`src/rtl/dr_ctrl_driver.sv`:
```
// rtl/dr_ctrl_driver.sv - clocked initiator for the dual-rail phase/read/load controller
//
// Accepts one command over cmd_valid/cmd_ready and emits it as a dual-rail DATA wavefront.
// It waits for R_c and R_m to complete, returns the rails to NULL, and waits for the
// responses to return to NULL. The captured R_c/R_m values are then offered over
// rsp_valid/rsp_ready.
//
// Ports:
//   clk, rst                      clock, asynchronous active-high reset
//   cmd_valid/cmd_ready, cmd_*    command handshake and the four bits to encode
//   PH0_t..Ld_f                   registered dual-rail command rails (all 0 = NULL)
//   R_c_t, R_c_f, R_m_t, R_m_f    dual-rail responses, asynchronous to clk
//   rsp_valid/rsp_ready           response handshake; rsp_rc/rsp_rm carry the true-rail values
//   err, err_code                 sticky error: 1 illegal pair, 2 timeout WAIT_DATA, 3 timeout WAIT_NULL
//   busy                          high whenever the FSM is not in IDLE
//   mismatch                      only present with DR_ORACLE_CHECK_EN: sticky response-check flag
//
// Build option: define DR_ORACLE_CHECK_EN to compare captured responses with the
// expected controller equations.
module dr_ctrl_driver #(
    parameter int SYNC_STAGES = 2,
    parameter int TMO_W       = 8,
    parameter int TMO_MAX     = 200
) (
    input  logic       clk,
    input  logic       rst,
    input  logic       cmd_valid,
    output logic       cmd_ready,
    input  logic       cmd_ph0,
    input  logic       cmd_ph1,
    input  logic       cmd_rd,
    input  logic       cmd_ld,
    output logic       PH0_t,
    output logic       PH0_f,
    output logic       PH1_t,
    output logic       PH1_f,
    output logic       Rd_t,
    output logic       Rd_f,
    output logic       Ld_t,
    output logic       Ld_f,
    input  logic       R_c_t,
    input  logic       R_c_f,
    input  logic       R_m_t,
    input  logic       R_m_f,
    output logic       rsp_valid,
    input  logic       rsp_ready,
    output logic       rsp_rc,
    output logic       rsp_rm,
    output logic       err,
    output logic [1:0] err_code,
    output logic       busy
`ifdef DR_ORACLE_CHECK_EN
    ,
    output logic       mismatch
`endif
);

    typedef enum logic [2:0] {IDLE, DATA, WAIT_DATA, WAIT_NULL, RESP, ERR} state_t;

    localparam logic [TMO_W-1:0] TMO_LAST = TMO_W'(TMO_MAX - 1);

    state_t           state;
    logic [3:0]       sync_q [SYNC_STAGES];
    logic [TMO_W-1:0] tmo_cnt;
    logic [7:0]       rail_q;
    logic             rc_t, rc_f, rm_t, rm_f;
    logic             complete, null_s, illegal;

`ifdef DR_ORACLE_CHECK_EN
    logic [3:0]       cmd_q;
`endif

    // Every rail is a dedicated flop, so the delay-insensitive side never sees gating glitches.
    assign {PH0_t, PH0_f, PH1_t, PH1_f, Rd_t, Rd_f, Ld_t, Ld_f} = rail_q;

    assign {rc_t, rc_f, rm_t, rm_f} = sync_q[SYNC_STAGES-1];
    assign complete = (rc_t ^ rc_f) & (rm_t ^ rm_f);
    assign null_s   = ~(rc_t | rc_f | rm_t | rm_f);
    assign illegal  = (rc_t & rc_f) | (rm_t & rm_f);
    assign busy     = (state != IDLE);

    function automatic logic [7:0] encode(input logic ph0, input logic ph1,
                                          input logic rd,  input logic ld);
        return {ph0, ~ph0, ph1, ~ph1, rd, ~rd, ld, ~ld};
    endfunction

    always_ff @(posedge clk or posedge rst) begin
        if (rst) begin
            for (int i = 0; i < SYNC_STAGES; i++) sync_q[i] <= '0;
        end else begin
            sync_q[0] <= {R_c_t, R_c_f, R_m_t, R_m_f};
            for (int i = 1; i < SYNC_STAGES; i++) sync_q[i] <= sync_q[i-1];
        end
    end

    always_ff @(posedge clk or posedge rst) begin
        if (rst) begin
            state     <= IDLE;
            rail_q    <= '0;
            cmd_ready <= 1'b0;
            rsp_valid <= 1'b0;
            rsp_rc    <= 1'b0;
            rsp_rm    <= 1'b0;
            err       <= 1'b0;
            err_code  <= 2'd0;
            tmo_cnt   <= '0;
`ifdef DR_ORACLE_CHECK_EN
            cmd_q     <= '0;
            mismatch  <= 1'b0;
`endif
        end else begin
            // Saturating count; the assignments below override it on a state change.
            if ((state == WAIT_DATA || state == WAIT_NULL) && tmo_cnt != '1)
                tmo_cnt <= tmo_cnt + 1'b1;

            case (state)
                IDLE: begin
                    if (cmd_valid && cmd_ready) begin
                        rail_q    <= encode(cmd_ph0, cmd_ph1, cmd_rd, cmd_ld);
                        cmd_ready <= 1'b0;
                        state     <= DATA;
`ifdef DR_ORACLE_CHECK_EN
                        cmd_q     <= {cmd_ph0, cmd_ph1, cmd_rd, cmd_ld};
`endif
                    end else begin
                        // Stale non-NULL responses block new commands until they drain.
                        cmd_ready <= null_s;
                    end
                end
                DATA: begin
                    tmo_cnt <= '0;
                    state   <= WAIT_DATA;
                end
                WAIT_DATA: begin
                    // Completion on the last allowed cycle takes priority over the timeout.
                    if (complete) begin
                        rsp_rc  <= rc_t;
                        rsp_rm  <= rm_t;
                        rail_q  <= '0;
                        tmo_cnt <= '0;
                        state   <= WAIT_NULL;
`ifdef DR_ORACLE_CHECK_EN
                        if (rc_t != (~cmd_q[3] & cmd_q[2] & cmd_q[1]) ||
                            rm_t != (cmd_q[3] | (cmd_q[2] & cmd_q[0])))
                            mismatch <= 1'b1;
`endif
                    end else if (tmo_cnt == TMO_LAST) begin
                        rail_q   <= '0;
                        err      <= 1'b1;
                        err_code <= 2'd2;
                        state    <= ERR;
                    end
                end
                WAIT_NULL: begin
                    if (null_s) begin
                        rsp_valid <= 1'b1;
                        state     <= RESP;
                    end else if (tmo_cnt == TMO_LAST) begin
                        err      <= 1'b1;
                        err_code <= 2'd3;
                        state    <= ERR;
                    end
                end
                RESP: begin
                    if (rsp_ready) begin
                        rsp_valid <= 1'b0;
                        state     <= IDLE;
                    end
                end
                default: ;  // ERR is left only through reset
            endcase

            // An illegal pair outranks every other transition, including completion.
            if (illegal && state != IDLE && state != ERR) begin
                rail_q    <= '0;
                cmd_ready <= 1'b0;
                rsp_valid <= 1'b0;
                err       <= 1'b1;
                err_code  <= 2'd1;
                state     <= ERR;
            end
        end
    end

endmodule

```
`config.mk`:
```
export PLATFORM = sky130hd
export DESIGN_NAME = dr_ctrl_driver
export DESIGN_NICKNAME = d
export VERILOG_FILES = /design/src/rtl/dr_ctrl_driver.sv
export SDC_FILE = /design/constraint.sdc
export NUM_CORES = 1
export LEC_CHECK = 0
export ABC_AREA = 1
export BUFFER_PORTS_ARGS = -buffer_cell sky130_fd_sc_hd__clkbuf_2
export CORE_MARGIN = 2
export CORE_UTILIZATION = 40
export CTS_BUF_LIST = sky130_fd_sc_hd__clkbuf_8
export CTS_CLUSTER_DIAMETER = 40
export DETAILED_ROUTE_END_ITERATION = 10
export PLACE_DENSITY = 0.59
export SKIP_CTS_REPAIR_TIMING = 1
export SLEW_MARGIN = 20
export SYNTH_ARGS = -nofsm -noshare
export SYNTH_HDL_FRONTEND = slang
export SYNTH_SLANG_ARGS = --single-unit
```
`constraint.sdc`:
```
create_clock -name clk -period 3.8 [get_ports clk]
set_input_delay 0.38 -clock clk [delete_from_list [all_inputs] [get_ports clk]]
set_output_delay 0.38 -clock clk [all_outputs]
set_load 0.01 [all_outputs]
```
==> results.md <==
* Status: finished, final reports clean
* Most Crowded Layer GR: met2
* Leading area contributor after synthesis: dfrtp_1
* Sw Share at 40.89%
* Tot GR Track Use at 16.44%
* Area Growth Syn to Fin at 14.93%
* Drt drc at 0
* Clk buf depth at 2
* GR Layer Usage met2 at 26.34%
* Core Region at 4384 sq um
* Starting density of the core at 41.87%
* DR vias at 1,544
* Synth cell types at 26
* Final Setup Violations at 0
* Design Power at 1297 uW
* Most frequent cell after synthesis: nand2_1
* Die Width at 71.74 um
* Clk pwr share at 21.8%
* First-pass GRT wire length at 6575 um
* Post-Route Setup TNS at 0 ns
* Largest cells by area after synthesis: dfrtp_1 (46%), nand2_1 (16%), inv_1 (5.7%)
* Relative slew margins at 71.69%
* Drt total wl at 3664 um
* Ant diodes at 0
* Synth Area per Inst at 7.648 sq um
* Ys Warns at 0
* Vias in the first global route at 1,483
* Slew at the pin closest to its max-slew limit at 0.4247 ns
* Syn Nets at 256
* Top-area cell type share of the netlist area at 46.35%
* Pre-antenna DRT Iters at 4
* Final Skew at 0.006217 ns
* Arrival time worst endpoint at 1.26 ns
* Reg power frac at 39.0%
* CTS tree: done
* Post-DP Area at 2014 sq um
* Top Ports at 28
* Met3 Usage GRT at 4.641%
* Final #Nets at 287
* Fin crit share at 43.17%
* Gr ovfl total at 0
* CTS Buf Count at 5
* Combinational fraction of design power at 39.2%
* Core Util, Final at 48.12%
* Highest clock rate at 0.6096 GHz
* Leakage at 0.001145 uW
* Slew Limit Fails at 0
* Vias per cell at 4.765
* Pre-CTS setup slack at 2.154 ns
* Setup CP Type: flop to output port
* Asr flop ratio synth at 100.0%
* PortBufs at 27
* Clk slew on worst S/H paths at 0.07 ns
* EDFF count, synth at 0
* Final GP Congestion at 0.8205
* Clk sink count at 34
* Synth Register Bits at 34
* Psw at 530.3 uW
* Syn Inst Count at 240
* Number of DRC markers in iteration 0 at 83
* Worst-path maximum fanout at 6
* Sequential area share after synthesis at 46.35%
* Int Power at 766.5 uW
* Drt wl/cell at 11.31 um
* M1 GR Usage at 21.15%
* RSZ-0062 raised after global routing: false
* Clk root buf: clkbuf_8
* Initial antenna violation count at 0
* Min-Delay Path Class: input port to async pin
* Pwr dens at 614.8 nW/um^2
* Minimum clock period after layout at 1.640 ns
* Setup crit end kind: output port
* H-tree depth at 2
* Synth top cells by count: nand2_1 (80), dfrtp_1 (34), inv_1 (28)
* Row count at 24
* Post-DP HPWL at 2750 um
* CP required at 3.42 ns
* Worst-Skew Late Latency at 0.29 ns
* Max-cap violation count at 0
* Die ar. at 5147 sq um
* Final hold vios at 0
* Share of cells above drive strength 1 at 18.75%
* Crit path launch type: flop
* Peak VDD IR at 0.2629 mV
* Main synth FF type: dfrtp_1
* Setup slack after layout at 2.160 ns
* Die height at 71.74 um
* ANT nets after route at 0
* Finished Cell Area at 2110 sq um
* Largest net degree at the start of global routing at 35
* Mapped Area at 1836 sq um
metrics by stage:
stage          std cells  hold slack, ns
4_1_cts              324          0.1693
3_5_place_dp         316          0.3364
2_1_floorplan        240          0.3312
6_report             324          0.1618
3_3_place_gp         316          0.3314
5_1_grt              324          0.1797
final timing paths:
check / depth (start not counted) / slack, ns / startpoint / to
worst min register to register: 0 / 0.35 / sync_q[5]$_DFF_PP0_ / rm_t$_DFF_PP0_
worst max register to register: 8 / 2.16 / rm_t$_DFF_PP0_ / state[1]$_DFFE_PP0P_
worst max-delay path: 3 / 2.16 / state[0]$_DFFE_PP0P_ / busy
worst min-delay path: 3 / 0.16 / rst / state[0]$_DFFE_PP0P_
max in group asynchronous: 3 / 3.34 / rst / tmo_cnt[5]$_DFF_PP0_
min in group clk: 1 / 0.19 / R_c_f / sync_q[6]$_DFF_PP0_
logic make-up (layout without fill, tap and decap cells):
family / count (synthesis) / after routing / synth area share [%]
fa+ha+maj: 4 / 4 / 2.727
compound gates: 15 / 15 / 4.977
flops: 34 / 34 / 46.35
buf+inv: 36 / 68 / 8.112
simple gates: 151 / 151 / 37.83
layout by cell type (no fill, tap or decap), types with 6 or more instances in the layout:
master / count
clkbuf_2: 27
inv_1: 28
clkbuf_8: 6
nand3b_1: 10
nand2_1: 80
dfrtp_1: 34
nor2_1: 25
nand3_1: 20
layout make-up:
type | count | area, sq um
Fill cell | 458 | 2275
Sequential cell | 34 | 850.8
Multi-Input combinational cell | 170 | 835.8
Timing Repair Buffer | 28 | 142.6
Inverter | 32 | 120.1
Clock buffer | 6 | 82.58
Tap cell | 52 | 65.06
Clock inverter | 2 | 12.51
state kept, by name (all words and copies together), names as in the netlist:
register	count
err_code	2
rsp_rc	1
state	3
rsp_valid	1
rm_f	1
rail_q	8
rc_t	1
err	1
tmo_cnt	8
sync_q	4
rc_f	1
rsp_rm	1
cmd_ready	1
rm_t	1
critical path, cell delays in order, from the launching register on:
cell	delay [ns]
dfrtp_1	0.49
nor2_4	0.22
nand2_2	0.12
clkbuf_2	0.15
power groups by stage:
| stage | sequential [uW] | clock [uW] | combinational [uW] |
|---|---|---|---|
| 4_1_cts | 505 | 297 | 516 |
| 2_1_floorplan | 516 | 0 | 386 |
| 3_3_place_gp | 511 | 0 | 509 |
| 6_report | 506 | 282 | 508 |
| 3_5_place_dp | 513 | 0 | 509 |
| 5_1_grt | 517 | 311 | 593 |
per-layer routing:
layer / part of all wire (%) / vias to the layer above
li1: - / 808
met1: 47 / 695
met2: 45 / 35
met3: 5.7 / 6
met4: 1.7 / 0
met5: 0 / -
(Power assumes the default switching activity.)
